**src/rtl/uart_rx_data_sampler_if.sv**
```systemverilog
// Bundle between the UART RX bit timing logic and the data sampler.
// master: the side that drives the frame timing and the serial line.
// slave : the sampler, returning resolved bits and the received byte.
interface uart_rx_data_sampler_if #(
  parameter int PRESCALE_W = 6,
  parameter int BIT_CNT_W  = 4,
  parameter int DATA_W     = 8
);
  logic                  enable;
  logic                  RX_IN;
  logic [PRESCALE_W-1:0] prescale;
  logic [PRESCALE_W-1:0] edge_cnt;
  logic [BIT_CNT_W-1:0]  bit_cnt;
  logic                  par_en;
  logic                  par_typ;
  logic                  sampled_bit;
  logic                  sample_done;
  logic                  strt_glitch;
  logic                  par_err;
  logic                  stp_err;
  logic [DATA_W-1:0]     p_data;
  logic                  data_valid;

  modport master (
    output enable, RX_IN, prescale, edge_cnt, bit_cnt, par_en, par_typ,
    input  sampled_bit, sample_done, strt_glitch, par_err, stp_err, p_data, data_valid
  );

  modport slave (
    input  enable, RX_IN, prescale, edge_cnt, bit_cnt, par_en, par_typ,
    output sampled_bit, sample_done, strt_glitch, par_err, stp_err, p_data, data_valid
  );
endinterface

```
**src/rtl/uart_rx_data_sampler.sv**
```systemverilog
// UART RX data sampler: oversamples RX_IN around the middle of each bit,
// resolves one bit value per bit period, checks start/parity/stop and
// delivers the deserialised byte (LSB first).
// Optional feature: define RX_SAMPLE_MAJ_EN for a 3-sample majority vote at
// edge_cnt = mid-1, mid, mid+1; otherwise the single sample taken at mid is used.
module uart_rx_data_sampler #(
  parameter int PRESCALE_W = 6,
  parameter int BIT_CNT_W  = 4,
  parameter int DATA_W     = 8
) (
  input logic                    CLK,
  input logic                    RST,
  uart_rx_data_sampler_if.slave  bus
);

  localparam logic [BIT_CNT_W-1:0] LAST_DATA = BIT_CNT_W'(DATA_W);
  localparam logic [BIT_CNT_W-1:0] PAR_IDX   = BIT_CNT_W'(DATA_W + 1);

  logic [PRESCALE_W-1:0] mid;
  logic [PRESCALE_W-1:0] mid_p1;
  logic [BIT_CNT_W-1:0]  stop_idx;
  logic                  resolve;
  logic                  vote;
  logic                  samp_mid;
  logic [DATA_W-1:0]     shift_reg;

  logic                  sampled_bit_r;
  logic                  sample_done_r;
  logic                  strt_glitch_r;
  logic                  par_err_r;
  logic                  stp_err_r;
  logic [DATA_W-1:0]     p_data_r;
  logic                  data_valid_r;

  assign mid      = bus.prescale >> 1;
  assign mid_p1   = mid + PRESCALE_W'(1);
  assign stop_idx = bus.par_en ? PAR_IDX + BIT_CNT_W'(1) : PAR_IDX;
  // indices past the stop bit never produce a vote
  assign resolve  = bus.enable && (bus.edge_cnt == mid_p1) && (bus.bit_cnt <= stop_idx);

`ifdef RX_SAMPLE_MAJ_EN
  logic                  samp_lo;
  logic [PRESCALE_W-1:0] mid_m1;

  assign mid_m1 = mid - PRESCALE_W'(1);

  // early sample one edge before mid; cleared whenever the frame is not running
  always_ff @(posedge CLK or negedge RST) begin
    if (!RST)                                        samp_lo <= 1'b0;
    else if (!bus.enable)                            samp_lo <= 1'b0;
    else if (bus.edge_cnt == mid_m1)                 samp_lo <= bus.RX_IN;
  end

  // majority of the two stored samples and the live line at mid+1
  assign vote = (samp_lo & samp_mid) | (samp_lo & bus.RX_IN) | (samp_mid & bus.RX_IN);
`else
  assign vote = samp_mid;
`endif

  // centre sample; cleared whenever the frame is not running
  always_ff @(posedge CLK or negedge RST) begin
    if (!RST)                                        samp_mid <= 1'b0;
    else if (!bus.enable)                            samp_mid <= 1'b0;
    else if (bus.edge_cnt == mid)                    samp_mid <= bus.RX_IN;
  end

  // per-bit resolution: shift data, check start/parity/stop, publish the byte
  always_ff @(posedge CLK or negedge RST) begin
    if (!RST) begin
      shift_reg     <= '0;
      sampled_bit_r <= 1'b0;
      sample_done_r <= 1'b0;
      strt_glitch_r <= 1'b0;
      par_err_r     <= 1'b0;
      stp_err_r     <= 1'b0;
      p_data_r      <= '0;
      data_valid_r  <= 1'b0;
    end else begin
      sample_done_r <= 1'b0;
      strt_glitch_r <= 1'b0;
      data_valid_r  <= 1'b0;
      if (!bus.enable) begin
        shift_reg <= '0;
      end else if (resolve) begin
        sampled_bit_r <= vote;
        sample_done_r <= 1'b1;
        if (bus.bit_cnt == '0) begin
          par_err_r     <= 1'b0;
          stp_err_r     <= 1'b0;
          strt_glitch_r <= vote;
          shift_reg     <= '0;
        end else if (bus.bit_cnt <= LAST_DATA) begin
          shift_reg <= {vote, shift_reg[DATA_W-1:1]};
        end else if (bus.par_en && (bus.bit_cnt == PAR_IDX)) begin
          par_err_r <= ((^shift_reg) ^ vote) != bus.par_typ;
        end
        // parity has already been registered by the time the stop bit resolves
        if ((bus.bit_cnt == stop_idx) && (bus.bit_cnt != '0)) begin
          stp_err_r <= ~vote;
          if (vote && !par_err_r) begin
            p_data_r     <= shift_reg;
            data_valid_r <= 1'b1;
          end
        end
      end
    end
  end

  assign bus.sampled_bit = sampled_bit_r;
  assign bus.sample_done = sample_done_r;
  assign bus.strt_glitch = strt_glitch_r;
  assign bus.par_err     = par_err_r;
  assign bus.stp_err     = stp_err_r;
  assign bus.p_data      = p_data_r;
  assign bus.data_valid  = data_valid_r;

endmodule

```
**src/flat_wrapper.sv**
```systemverilog
// flat-port wrapper written by rule: the top's interface ports become plain ports
module uart_rx_data_sampler_flat 
#(
  parameter int PRESCALE_W = 6,
  parameter int BIT_CNT_W  = 4,
  parameter int DATA_W     = 8
)
  (CLK, RST, bus_enable, bus_RX_IN, bus_prescale, bus_edge_cnt, bus_bit_cnt, bus_par_en, bus_par_typ, bus_sampled_bit, bus_sample_done, bus_strt_glitch, bus_par_err, bus_stp_err, bus_p_data, bus_data_valid);
  uart_rx_data_sampler_if #(.PRESCALE_W(PRESCALE_W), .BIT_CNT_W(BIT_CNT_W), .DATA_W(DATA_W)) bus_i ();
  input logic CLK;
  input logic RST;
  input wire logic [$bits(bus_i.enable)-1:0] bus_enable;
  input wire logic [$bits(bus_i.RX_IN)-1:0] bus_RX_IN;
  input wire logic [$bits(bus_i.prescale)-1:0] bus_prescale;
  input wire logic [$bits(bus_i.edge_cnt)-1:0] bus_edge_cnt;
  input wire logic [$bits(bus_i.bit_cnt)-1:0] bus_bit_cnt;
  input wire logic [$bits(bus_i.par_en)-1:0] bus_par_en;
  input wire logic [$bits(bus_i.par_typ)-1:0] bus_par_typ;
  output wire logic [$bits(bus_i.sampled_bit)-1:0] bus_sampled_bit;
  output wire logic [$bits(bus_i.sample_done)-1:0] bus_sample_done;
  output wire logic [$bits(bus_i.strt_glitch)-1:0] bus_strt_glitch;
  output wire logic [$bits(bus_i.par_err)-1:0] bus_par_err;
  output wire logic [$bits(bus_i.stp_err)-1:0] bus_stp_err;
  output wire logic [$bits(bus_i.p_data)-1:0] bus_p_data;
  output wire logic [$bits(bus_i.data_valid)-1:0] bus_data_valid;
  assign bus_i.enable = bus_enable;
  assign bus_i.RX_IN = bus_RX_IN;
  assign bus_i.prescale = bus_prescale;
  assign bus_i.edge_cnt = bus_edge_cnt;
  assign bus_i.bit_cnt = bus_bit_cnt;
  assign bus_i.par_en = bus_par_en;
  assign bus_i.par_typ = bus_par_typ;
  assign bus_sampled_bit = bus_i.sampled_bit;
  assign bus_sample_done = bus_i.sample_done;
  assign bus_strt_glitch = bus_i.strt_glitch;
  assign bus_par_err = bus_i.par_err;
  assign bus_stp_err = bus_i.stp_err;
  assign bus_p_data = bus_i.p_data;
  assign bus_data_valid = bus_i.data_valid;
  uart_rx_data_sampler #(.PRESCALE_W(PRESCALE_W), .BIT_CNT_W(BIT_CNT_W), .DATA_W(DATA_W)) u_core (.CLK(CLK), .RST(RST), .bus(bus_i));
endmodule
```
**config.mk**
```make
export PLATFORM = sky130hd
export DESIGN_NAME = uart_rx_data_sampler_flat
export DESIGN_NICKNAME = d
export VERILOG_FILES = /design/src/rtl/uart_rx_data_sampler_if.sv /design/src/rtl/uart_rx_data_sampler.sv /design/src/flat_wrapper.sv
export SDC_FILE = /design/constraint.sdc
export NUM_CORES = 1
export LEC_CHECK = 0
export CAP_MARGIN = 25
export CORE_ASPECT_RATIO = 0.6
export CORE_MARGIN = 3
export CORE_UTILIZATION = 51
export DETAILED_ROUTE_END_ITERATION = 12
export PLACE_DENSITY_LB_ADDON = 0.1
export SLEW_MARGIN = 20
export SYNTH_ARGS = -nofsm -noshare
export SYNTH_HDL_FRONTEND = slang
export SYNTH_SLANG_ARGS = --single-unit
export TNS_END_PERCENT = 30
```
**constraint.sdc**
```tcl
create_clock -name CLK -period 4.5 [get_ports CLK]
set_input_delay 0.9 -clock CLK [delete_from_list [all_inputs] [get_ports CLK]]
set_output_delay 0.9 -clock CLK [all_outputs]
set_load 0.005 [all_outputs]
```
==> reports/results.ini <==
[clock_network]
postCtsResizedCells=0
h-tree-depth=1
cts_buffer_depth=2
postCtsSetupBuffers=0
clk-insertion-delay-late_ns=0.26
path_clk_slew_ns=0.08
cts_root_buffer=clkbuf_8
cts_hold_buf=0
cts.sinks=23
cts_tree=built
numCtsBuffers=3

[pwr]
leakagePower_nw=0.729
total_power_w=0.000398
irDropWorstVdd_mv=0.155
power.density_mw_per_mm2=226

[synthesis]
ys_warn_count=0
synth.avg_cell_area_sq_um=10.6
syn_nets=151
post-synth-top-area-cell=dfrtp_1
yosysSeqAreaShare_pct=43.0
ys_ff_latch=23
synth_area_sq_mm=0.00134
syn_inst=126
yosysTopAreaCellShare_pct=43.0
synth_area_leaders=dfrtp_1, mux2_2, xnor2_1, mux2i_1, nand3_1
synth_cell_types=37

[route]
num_vias=1080
wl_mm=2.85
drcViolationCount=0
via_per_inst=5.65
firstDrtPassIters=4
avgRoutedWirePerCell_um=14.9
detail-route-antenna-nets=0
drt_iter0_drc=65

[worst_setup_path]
critPathKind=in2reg
critical_path.startpoint_type=input pin
r2r_end=u_core.bus.p_data[0]
crit_slowest_cell=or4_4
crit_arrival_ns=3.81
crit_path_cell_trace=clkdlybuf4s50_1, ha_1, xor2_1, or4b_1, or4_4, nor3_4, mux2_2
endpoint_kind=register
critPathMaxFanout=8
cp.required_ns=4.65
cp-startpoint=bus_prescale[1]
r2r_slack_ns=2.88
crit_path_max_incr_delay_ns=0.57
ff2ff_path_depth=3
r2r-start=u_core.samp_mid

[placed_design]
portBuffers=34
place_congestion=0.793
placed_area_sq_mm=0.00170
dp_hpwl_mm=2.21

[hold_path]
holdCritStartpoint=u_core.bus.p_data[1]
hold_depth=1
hold_end=u_core.bus.p_data[1]
min_path_type=reg2reg

[die]
dieArea_sq_mm=0.00329
rows=13
initial_core_util_pct=57.5
fp.dieH_um=45.7
ioPinCount=36
die_x_um=72.1
core-area_sq_mm=0.00233

[cells_and_area]
drive_above_1_share_pct=11.2
layout_common_cells=clkdlybuf4s50_1, dfrtp_1, nand3_1, xnor2_1, mux2_2
diodes=0
area_growth_syn_to_layout_pct=31.9
fin_nets=187
final_area_sq_mm=0.00176
final_common_cell=clkdlybuf4s50_1

[timing]
tightest_slew_ns=0.607
setup_viol=0
rsz0062_at_grt=false
period_share_pct=81.2
slew_headroom_pct=58.5
max_freq_mhz=274
finalMaxSlewViolations=0
fin_skew_ns=0.00522
setup_tns_ns=0
finalHoldViolCount=0
period_minus_slack_ns=3.66

[grt]
antenna_found_initial=0
grt_pass1_vias=979
grtUsageTotal_pct=19.4
grt_pass1_wl_mm=4.81
grt_max_degree=24
grt_remaining_overflow=0

[status]
status=finished clean

[run]
cap_violations=0

cells by family after synthesis:
kind of cell / synth area share, %
mux: 15.2
fa+ha+maj: 2.81
simple gates: 19.2
xor+xnor: 10.5
compound gates: 6.46
flops: 43.0
buf+inv: 2.90
synthesized netlist by cell type:
master,count
dfrtp_1,23
nand3_1,13
xnor2_1,12
mux2_2,10
mux2i_1,9
nand2_1,9
inv_1,5
clkbuf_1,4
xor2_1,4
and3_1,3
ha_1,3
nor3_1,3
nor2_1,2
nor2b_1,2
o21ai_0,2
a2111oi_0,1
a21boi_1,1
a221o_1,1
a2bb2oi_1,1
a31oi_1,1
a41o_1,1
a41oi_1,1
and2b_1,1
and3b_1,1
buf_2,1
nand2b_1,1
nand3b_1,1
nand4_1,1
nand4b_1,1
nor3_4,1
nor3b_1,1
nor4_1,1
o21a_1,1
o41ai_1,1
or4_1,1
or4_4,1
or4b_1,1
routing by layer:
metal | up-vias | part of all wire, % | GRT usage (%)
met5 | - | 0 | 0
met2 | 42 | 46 | 30.7
met1 | 517 | 46 | 27.6
met4 | 0 | 0 | 2.25
li1 | 521 | - | -
met3 | 0 | 7.6 | 5.51
critical path, delay by kind of cell:
family | cells | cell delay [ns]
buffers and inverters | 1 | 0.48
adder cells (fa/ha/maj) | 1 | 0.33
XOR/XNOR | 1 | 0.16
multiplexers | 1 | 0.40
AND/OR/NAND/NOR | 3 | 1.54
worst max path at each step:
stage | endpoint | slack, ns | cells past startpoint
3_5_place_dp | u_core.bus.p_data[0] | 0.55 | 7
4_1_cts | u_core.bus.p_data[0] | 0.84 | 7
2_1_floorplan | u_core.bus.p_data[0] | 1.31 | 6
5_1_grt | u_core.bus.p_data[7] | 0.71 | 7
3_3_place_gp | u_core.bus.p_data[5] | 0.62 | 7
6_report | u_core.bus.p_data[0] | 0.84 | 7
cell type report:
| cell class | instances | area [sq um] |
|---|---|---|
| Inverter | 5 | 18.8 |
| Tap cell | 30 | 37.5 |
| Fill cell | 159 | 562 |
| Sequential cell | 23 | 576 |
| Clock buffer | 3 | 41.3 |
| Clock inverter | 1 | 5.00 |
| Timing Repair Buffer | 36 | 363 |
| Multi-Input combinational cell | 93 | 723 |
through the flow:
step	std cells	worst slack (ns)	utilization [%]	hold WS (ns)
after floorplan	126	1.31	-	0.504
after global routing	191	0.707	75.8	0.534
final	191	0.844	75.8	0.512
after detailed placement	186	0.549	73.2	0.498
after CTS	190	0.838	75.2	0.516
after global placement	186	0.618	73.2	0.489
where the power goes:
| group | leakage, nW | internal, W | switching (W) |
|---|---|---|---|
| combinational | 0.393 | 0.0000340 | 0.0000311 |
| clock | 0.0255 | 0.0000617 | 0.0000639 |
| sequential | 0.311 | 0.000207 | 0.000000516 |
| total | 0.729 | 0.000303 | 0.0000955 |
No activity file was read; power rests on OpenSTA's default activity.
